<file path="config.mk">
export PLATFORM = sky130hd
export DESIGN_NAME = apb_pwm_master
export DESIGN_NICKNAME = d
export VERILOG_FILES = /design/src/rtl/apb_pwm_master.sv
export SDC_FILE = /design/constraint.sdc
export NUM_CORES = 1
export LEC_CHECK = 0
export ABC_CLOCK_PERIOD_IN_PS = 2400
export CAP_MARGIN = 20
export CORE_AREA = 10 10 102 104
export DETAILED_ROUTE_END_ITERATION = 10
export DIE_AREA = 0 0 112 114
export PLACE_DENSITY = 0.88
export SYNTH_ARGS = -nofsm -noshare
export SYNTH_HDL_FRONTEND = slang
export SYNTH_SLANG_ARGS = --single-unit
export TNS_END_PERCENT = 30
</file>
<file path="constraint.sdc">
create_clock -name clk_i -period 2.4 [get_ports clk_i]
set_input_delay 0.36 -clock clk_i [delete_from_list [all_inputs] [get_ports clk_i]]
set_output_delay 0.36 -clock clk_i [all_outputs]
set_load 0.005 [all_outputs]
</file>
<file path="src/rtl/apb_pwm_master.sv">
// APB master for the PWM peripheral: valid/ready request -> APB SETUP/ACCESS -> valid/ready response.
// Optional ACCESS-phase timeout enabled by defining APB_PWM_MASTER_TIMEOUT_EN.
module apb_pwm_master #(
  parameter int DATA_WIDTH     = 32,
  parameter int ADDR_WIDTH     = 8,
  parameter int TIMEOUT_CYCLES = 16
) (
  input  logic                  clk_i,
  input  logic                  rst_i,
  input  logic                  req_valid_i,
  output logic                  req_ready_o,
  input  logic                  req_write_i,
  input  logic [ADDR_WIDTH-1:0] req_addr_i,
  input  logic [DATA_WIDTH-1:0] req_wdata_i,
  output logic                  rsp_valid_o,
  input  logic                  rsp_ready_i,
  output logic [DATA_WIDTH-1:0] rsp_rdata_o,
  output logic                  rsp_err_o,
  output logic                  PSEL_o,
  output logic                  PENABLE_o,
  output logic                  PWRITE_o,
  output logic [ADDR_WIDTH-1:0] PADDR_o,
  output logic [DATA_WIDTH-1:0] PWDATA_o,
  input  logic [DATA_WIDTH-1:0] PRDATA_i,
  input  logic                  PREADY_i,
  input  logic                  PSLVERR_i
);

  typedef enum logic [1:0] {IDLE, SETUP, ACCESS, RESP} state_t;

  state_t                  state_q, state_d;
  logic                    write_q, write_d;
  logic [ADDR_WIDTH-1:0]   addr_q,  addr_d;
  logic [DATA_WIDTH-1:0]   wdata_q, wdata_d;
  logic [DATA_WIDTH-1:0]   rdata_q, rdata_d;
  logic                    err_q,   err_d;
  logic                    busy;
`ifdef APB_PWM_MASTER_TIMEOUT_EN
  logic [7:0]              wait_q,  wait_d;
`endif

  always_ff @(posedge clk_i) begin
    if (rst_i) begin
      state_q <= IDLE;
      write_q <= 1'b0;
      addr_q  <= '0;
      wdata_q <= '0;
      rdata_q <= '0;
      err_q   <= 1'b0;
`ifdef APB_PWM_MASTER_TIMEOUT_EN
      wait_q  <= '0;
`endif
    end else begin
      state_q <= state_d;
      write_q <= write_d;
      addr_q  <= addr_d;
      wdata_q <= wdata_d;
      rdata_q <= rdata_d;
      err_q   <= err_d;
`ifdef APB_PWM_MASTER_TIMEOUT_EN
      wait_q  <= wait_d;
`endif
    end
  end

  always_comb begin
    state_d = state_q;
    write_d = write_q;
    addr_d  = addr_q;
    wdata_d = wdata_q;
    rdata_d = rdata_q;
    err_d   = err_q;
`ifdef APB_PWM_MASTER_TIMEOUT_EN
    wait_d  = wait_q;
`endif
    case (state_q)
      IDLE: begin
        if (req_valid_i) begin
          write_d = req_write_i;
          addr_d  = req_addr_i;
          wdata_d = req_wdata_i;
          state_d = SETUP;
        end
      end
      SETUP: begin
`ifdef APB_PWM_MASTER_TIMEOUT_EN
        wait_d  = '0;
`endif
        state_d = ACCESS;
      end
      ACCESS: begin
        // A completing PREADY wins over a timeout reached in the same cycle.
        if (PREADY_i) begin
          rdata_d = write_q ? '0 : PRDATA_i;
          err_d   = PSLVERR_i;
          state_d = RESP;
        end
`ifdef APB_PWM_MASTER_TIMEOUT_EN
        else if (wait_q == 8'(TIMEOUT_CYCLES - 1)) begin
          rdata_d = '0;
          err_d   = 1'b1;
          state_d = RESP;
        end else begin
          wait_d  = wait_q + 8'd1;
        end
`endif
      end
      RESP: begin
        if (rsp_ready_i) state_d = IDLE;
      end
      default: state_d = IDLE;
    endcase
  end

  assign busy        = (state_q == SETUP) || (state_q == ACCESS);
  assign req_ready_o = (state_q == IDLE);
  assign PSEL_o      = busy;
  assign PENABLE_o   = (state_q == ACCESS);
  assign PWRITE_o    = busy & write_q;
  assign PADDR_o     = busy ? addr_q  : '0;
  assign PWDATA_o    = busy ? wdata_q : '0;
  assign rsp_valid_o = (state_q == RESP);
  assign rsp_rdata_o = (state_q == RESP) ? rdata_q : '0;
  assign rsp_err_o   = (state_q == RESP) & err_q;

endmodule

</file>
# Word level (Yosys, flattened, before mapping)
# Index checks and enable logic that the tools add are counted.
[classes] n_mux=8 n_bitwise=2 n_eq_ne=6 reduce_logical=5
[op_table] cell="2-to-1 mux 32 bit" n=3
[op_table] cell="2-to-1 mux 8 bit" n=1
[op_table] cell="one-hot mux 2 bit (4 select lines)" n=1
[op_table] cell="2-to-1 mux 2 bit" n=3
[op_table] cell="== test 2 bit, second input constant" n=2
[op_table] cell="inequality test 2 x 1 -> 1 bit, second input constant" n=2
[op_table] cell="AND reduction 2 bit" n=2
[op_table] cell="AND reduction 3 bit" n=1
[op_table] cell="bitwise AND 1 bit" n=2
[op_table] cell="== test 2 x 1 -> 1 bit, second input constant" n=1
[op_table] cell="logical NOT 2 bit" n=1
[op_table] cell="inequality test 2 bit, second input constant" n=1
[op_table] cell="logical OR 1 bit" n=1
[totals] inputBits=79 elab_cells=27 reg_bits=76 output_inout_bits=78

# Longest topological paths before layout
[depth] ltp_word=3 ltp_mapped=7 depth_no_buf=5

# Worst setup path before layout
# No wires, ideal clock.
[synth_timing] path_type="register -> output" start="reg state_q[1]" end="out PADDR_o[0]" arrival_ps=1115 setup_slack_ps=925 path_buffers=1 path_stages_with_launch=5 cell_sequence="dfxtp_1 inv_1 ha_1 clkbuf_1 and2_1"
[synth_via] elab_chain_len=3
[synth_lines] element="start: declaration" line_no="31" text="state_t state_q, state_d;"
[synth_lines] element="start signal: assignment" line_no="54" text="state_q <= state_d;"
[synth_lines] element="== test 2 x 1 -> 1 bit or == test 2 bit (tied branches)" line_no="115" text="assign busy = (state_q == SETUP) || (state_q == ACCESS);"
[synth_lines] element="logical OR 1 bit (*)" line_no="115"
[synth_lines] element="via PSEL_o" line_no="19" text="output logic PSEL_o,"
[synth_lines] element="2-to-1 mux 8 bit (*)" line_no="120" text="assign PADDR_o = busy ? addr_q : '0;"
[synth_lines] element="end: declaration" line_no="22" text="output logic [ADDR_WIDTH-1:0] PADDR_o,"
# The timed path passes the listed nets; every way through them passes the cells marked *.

# Worst setup path in the final report
[layout_timing] start="reg state_q[0]" end="out PADDR_o[4]"
[layout_via] elab_chain_len=3
[layout_lines] element="== test 2 x 1 -> 1 bit or == test 2 bit (tied branches)" line_no="115"
[layout_lines] element="logical OR 1 bit (*)" line_no="115"
[layout_lines] element="2-to-1 mux 8 bit (*)" line_no="120"
# Every way passes the cells marked *; elsewhere a longest branch is shown, timed or not.

==> metrics.yaml <==
numCtsBuffers: 9
layout_commonest_cell: "clkdlybuf4s50_1"
die_y_um: 114
cp.required_ns: 2.04
netlist_instances: 427
path_clk_slew_ns: 0.07
antenna_found_initial: 0
worstReg2RegEnd: "rdata_q[10]"
slowest_stage: "clkdlybuf4s50_1"
yosysWarnings: 0
rows: 34
drc: 0
finClkSkew_ns: 0.0146
first_global_vias: 3504
synth_seq_cells: 76
slowest_delay_ns: 0.52
clock_tree.buffer_depth: 2
cts_hold_buf: 0
cts_root_buf: "clkbuf_8"
leakage_nw: 1.89
crit_path_cell_trace: "inv_1, ha_4, buf_4, and2_1, clkdlybuf4s50_1"
grt-ovfl-total: 0
drtPass1Iterations: 6
globalplace.congestion: 0.775
avgSynthCellArea_um2: 8.33
worst_slew_pin_slew_ns: 0.708
nNetsFinal: 651
worstSkewPairLatency_ns: 0.33
grt_first_pass_wirelength_um: 17700
post_cts_buffers: 0
core_area_um2: 8470
wl_per_cell_um: 16.3
hold_start: "rdata_q[17]"
tritoncts: "done"
finalPower_mw: 3.80
r2r_slack_ns: 0.68
wl_um: 11100
ir_drop_mv: 0.480
synth_fp_nets: 509
fin_crit_ns: 2.26
synth_seq_area_share_pct: 42.8
num_vias: 3395
ys_types: 22
holdPathEnd: "rdata_q[17]"
n_antenna_cell: 0
ios: 157
crit_type: "reg2out"
die-area_um2: 12800
post-dp-hpwl_um: 7950
worst-path-max-fanout: 12
maxCapViolations: 0
hold_depth: 2
reg2reg_depth: 5
worstReg2RegStart: "state_q[0]"
syn-cell-area_um2: 3560
whs_ns: 0.449
drt_iter0_markers: 145
setup_viol: 0
cts_max_level: 3
area_growth_pct: 50.7
layout_common_cells: "clkdlybuf4s50_1 (155), nand2_1 (97), dfxtp_1 (75), and2_1 (74), a21oi_1 (54)"
clock-sinks: 76
final_layout_size_suffix_gt1_share_pct: 13.1
fp.dieW_um: 112
slew-limit-headroom_pct: 52.8
grt_max_degree: 42
critical_path_arrival_ns: 1.90
slew_viol_final: 0
hp-class: "reg2reg"
start_kind: "flop"
power.density_nw_per_um2: 709
via_per_inst: 4.99
crit_path_end_kind: "output pin"
finalCritPeriodShare_pct: 94.3
status: "completed"
initial_utilization_pct: 42.0
grt_usage_pct: 16.5
fmaxAchievable_ghz: 0.442
placement.io_buffers: 156
hold_viol_final: 0
postRouteAntennaNets: 0
[layout make-up]
type | count | area, um2
Fill cell | 733 | 3100
Clock buffer | 11 | 141
Inverter | 3 | 11.3
Clock inverter | 4 | 26.3
Multi-Input combinational cell | 310 | 1820
Sequential cell | 76 | 1520
Tap cell | 108 | 135
Timing Repair Buffer | 169 | 1710
[cells in the mapped netlist]
master	number	share of area (%)
buf_4	5	1.1
nand2_1	97	10
clkbuf_1	14	1.5
nor2b_4	1	0.39
inv_1	3	0.32
a21oi_1	54	7.6
buf_6	3	0.95
ha_1	3	1.1
buf_8	2	0.84
dfxtp_1	76	43
o31ai_2	1	0.35
and2_1	75	13
o311ai_1	1	0.25
nand4b_1	32	7.9
nand2_2	21	3.7
o311a_1	1	0.28
o41ai_1	1	0.25
nand3_1	1	0.14
nor2b_1	1	0.18
buf_2	14	2.0
nor2b_2	1	0.25
a21oi_2	20	4.9
[registers in the layout, indices dropped and copies added, names as in the netlist]
signal,cells
write_q,1
rdata_q,32
state_q,2
err_q,1
addr_q,8
wdata_q,32
[worst max-delay path: cells and delay by family (launching register included)]
family	cells	cell delay [ns]
and+or+nand+nor	1	0.14
adders and majority gates	1	0.32
buffers and inverters	3	0.79
DFF	1	0.34
[where the power goes]
| part | switching [mW] | total [mW] | internal, mW | leakage [nW] |
|---|---|---|---|---|
| clock | 0.450 | 0.847 | 0.397 | 0.0852 |
| combinational | 0.687 | 1.40 | 0.709 | 1.18 |
| sequential | 0.0946 | 1.56 | 1.46 | 0.620 |
| total | 1.23 | 3.80 | 2.57 | 1.89 |
[kinds of logic (layout without fill, tap and decap cells)]
family                     count (synthesis)  after routing  synth area share [%]
DFF                                       76             76                  42.8
buffers and inverters                     41            187                  6.61
and+or+nand+nor                          229            229                  35.9
AOI/OAI and AO/OA                         78             78                  13.6
adders and majority gates                  3              3                  1.05
[repair_timing]
action | CTS | global route
pin swaps | 0 | 0
endpoints found under the setup margin | 29 | 30
resized for setup | 1 | 5
gates cloned | 0 | 1
[metrics by stage]
step	setup slack [ns]	setup TNS, ns	std cells	area [um2]	utilization (%)
after floorplan	0.925	0	427	3560	-
after global placement	0.359	0	665	5140	60.7
after detailed placement	0.321	0	665	5140	60.7
after CTS	0.0131	0	680	5310	62.8
after global routing	-0.00568	-0.00568	681	5360	63.3
final	0.136	0	681	5360	63.3
[layer usage]
layer | GRT usage (%) | wire length [um] | vias up
met4 | 4.57 | 74 | 0
met1 | 19.2 | 4650 | 1579
met3 | 8.08 | 1220 | 8
li1 | - | - | 1686
met2 | 26.3 | 5140 | 122
met5 | 0 | 0 | -
[how the worst max path moves through the flow]
stage	startpoint	cells after the start	to	slack, ns
after floorplan	state_q[1]	4	PADDR_o[0]	0.92
after global placement	state_q[1]	5	PWRITE_o	0.36
after detailed placement	state_q[1]	5	PWRITE_o	0.32
after CTS	state_q[1]	5	PWDATA_o[27]	0.01
after global routing	state_q[0]	5	PADDR_o[4]	-0.006
final	state_q[0]	5	PADDR_o[4]	0.14
(Power assumes the default switching activity.)
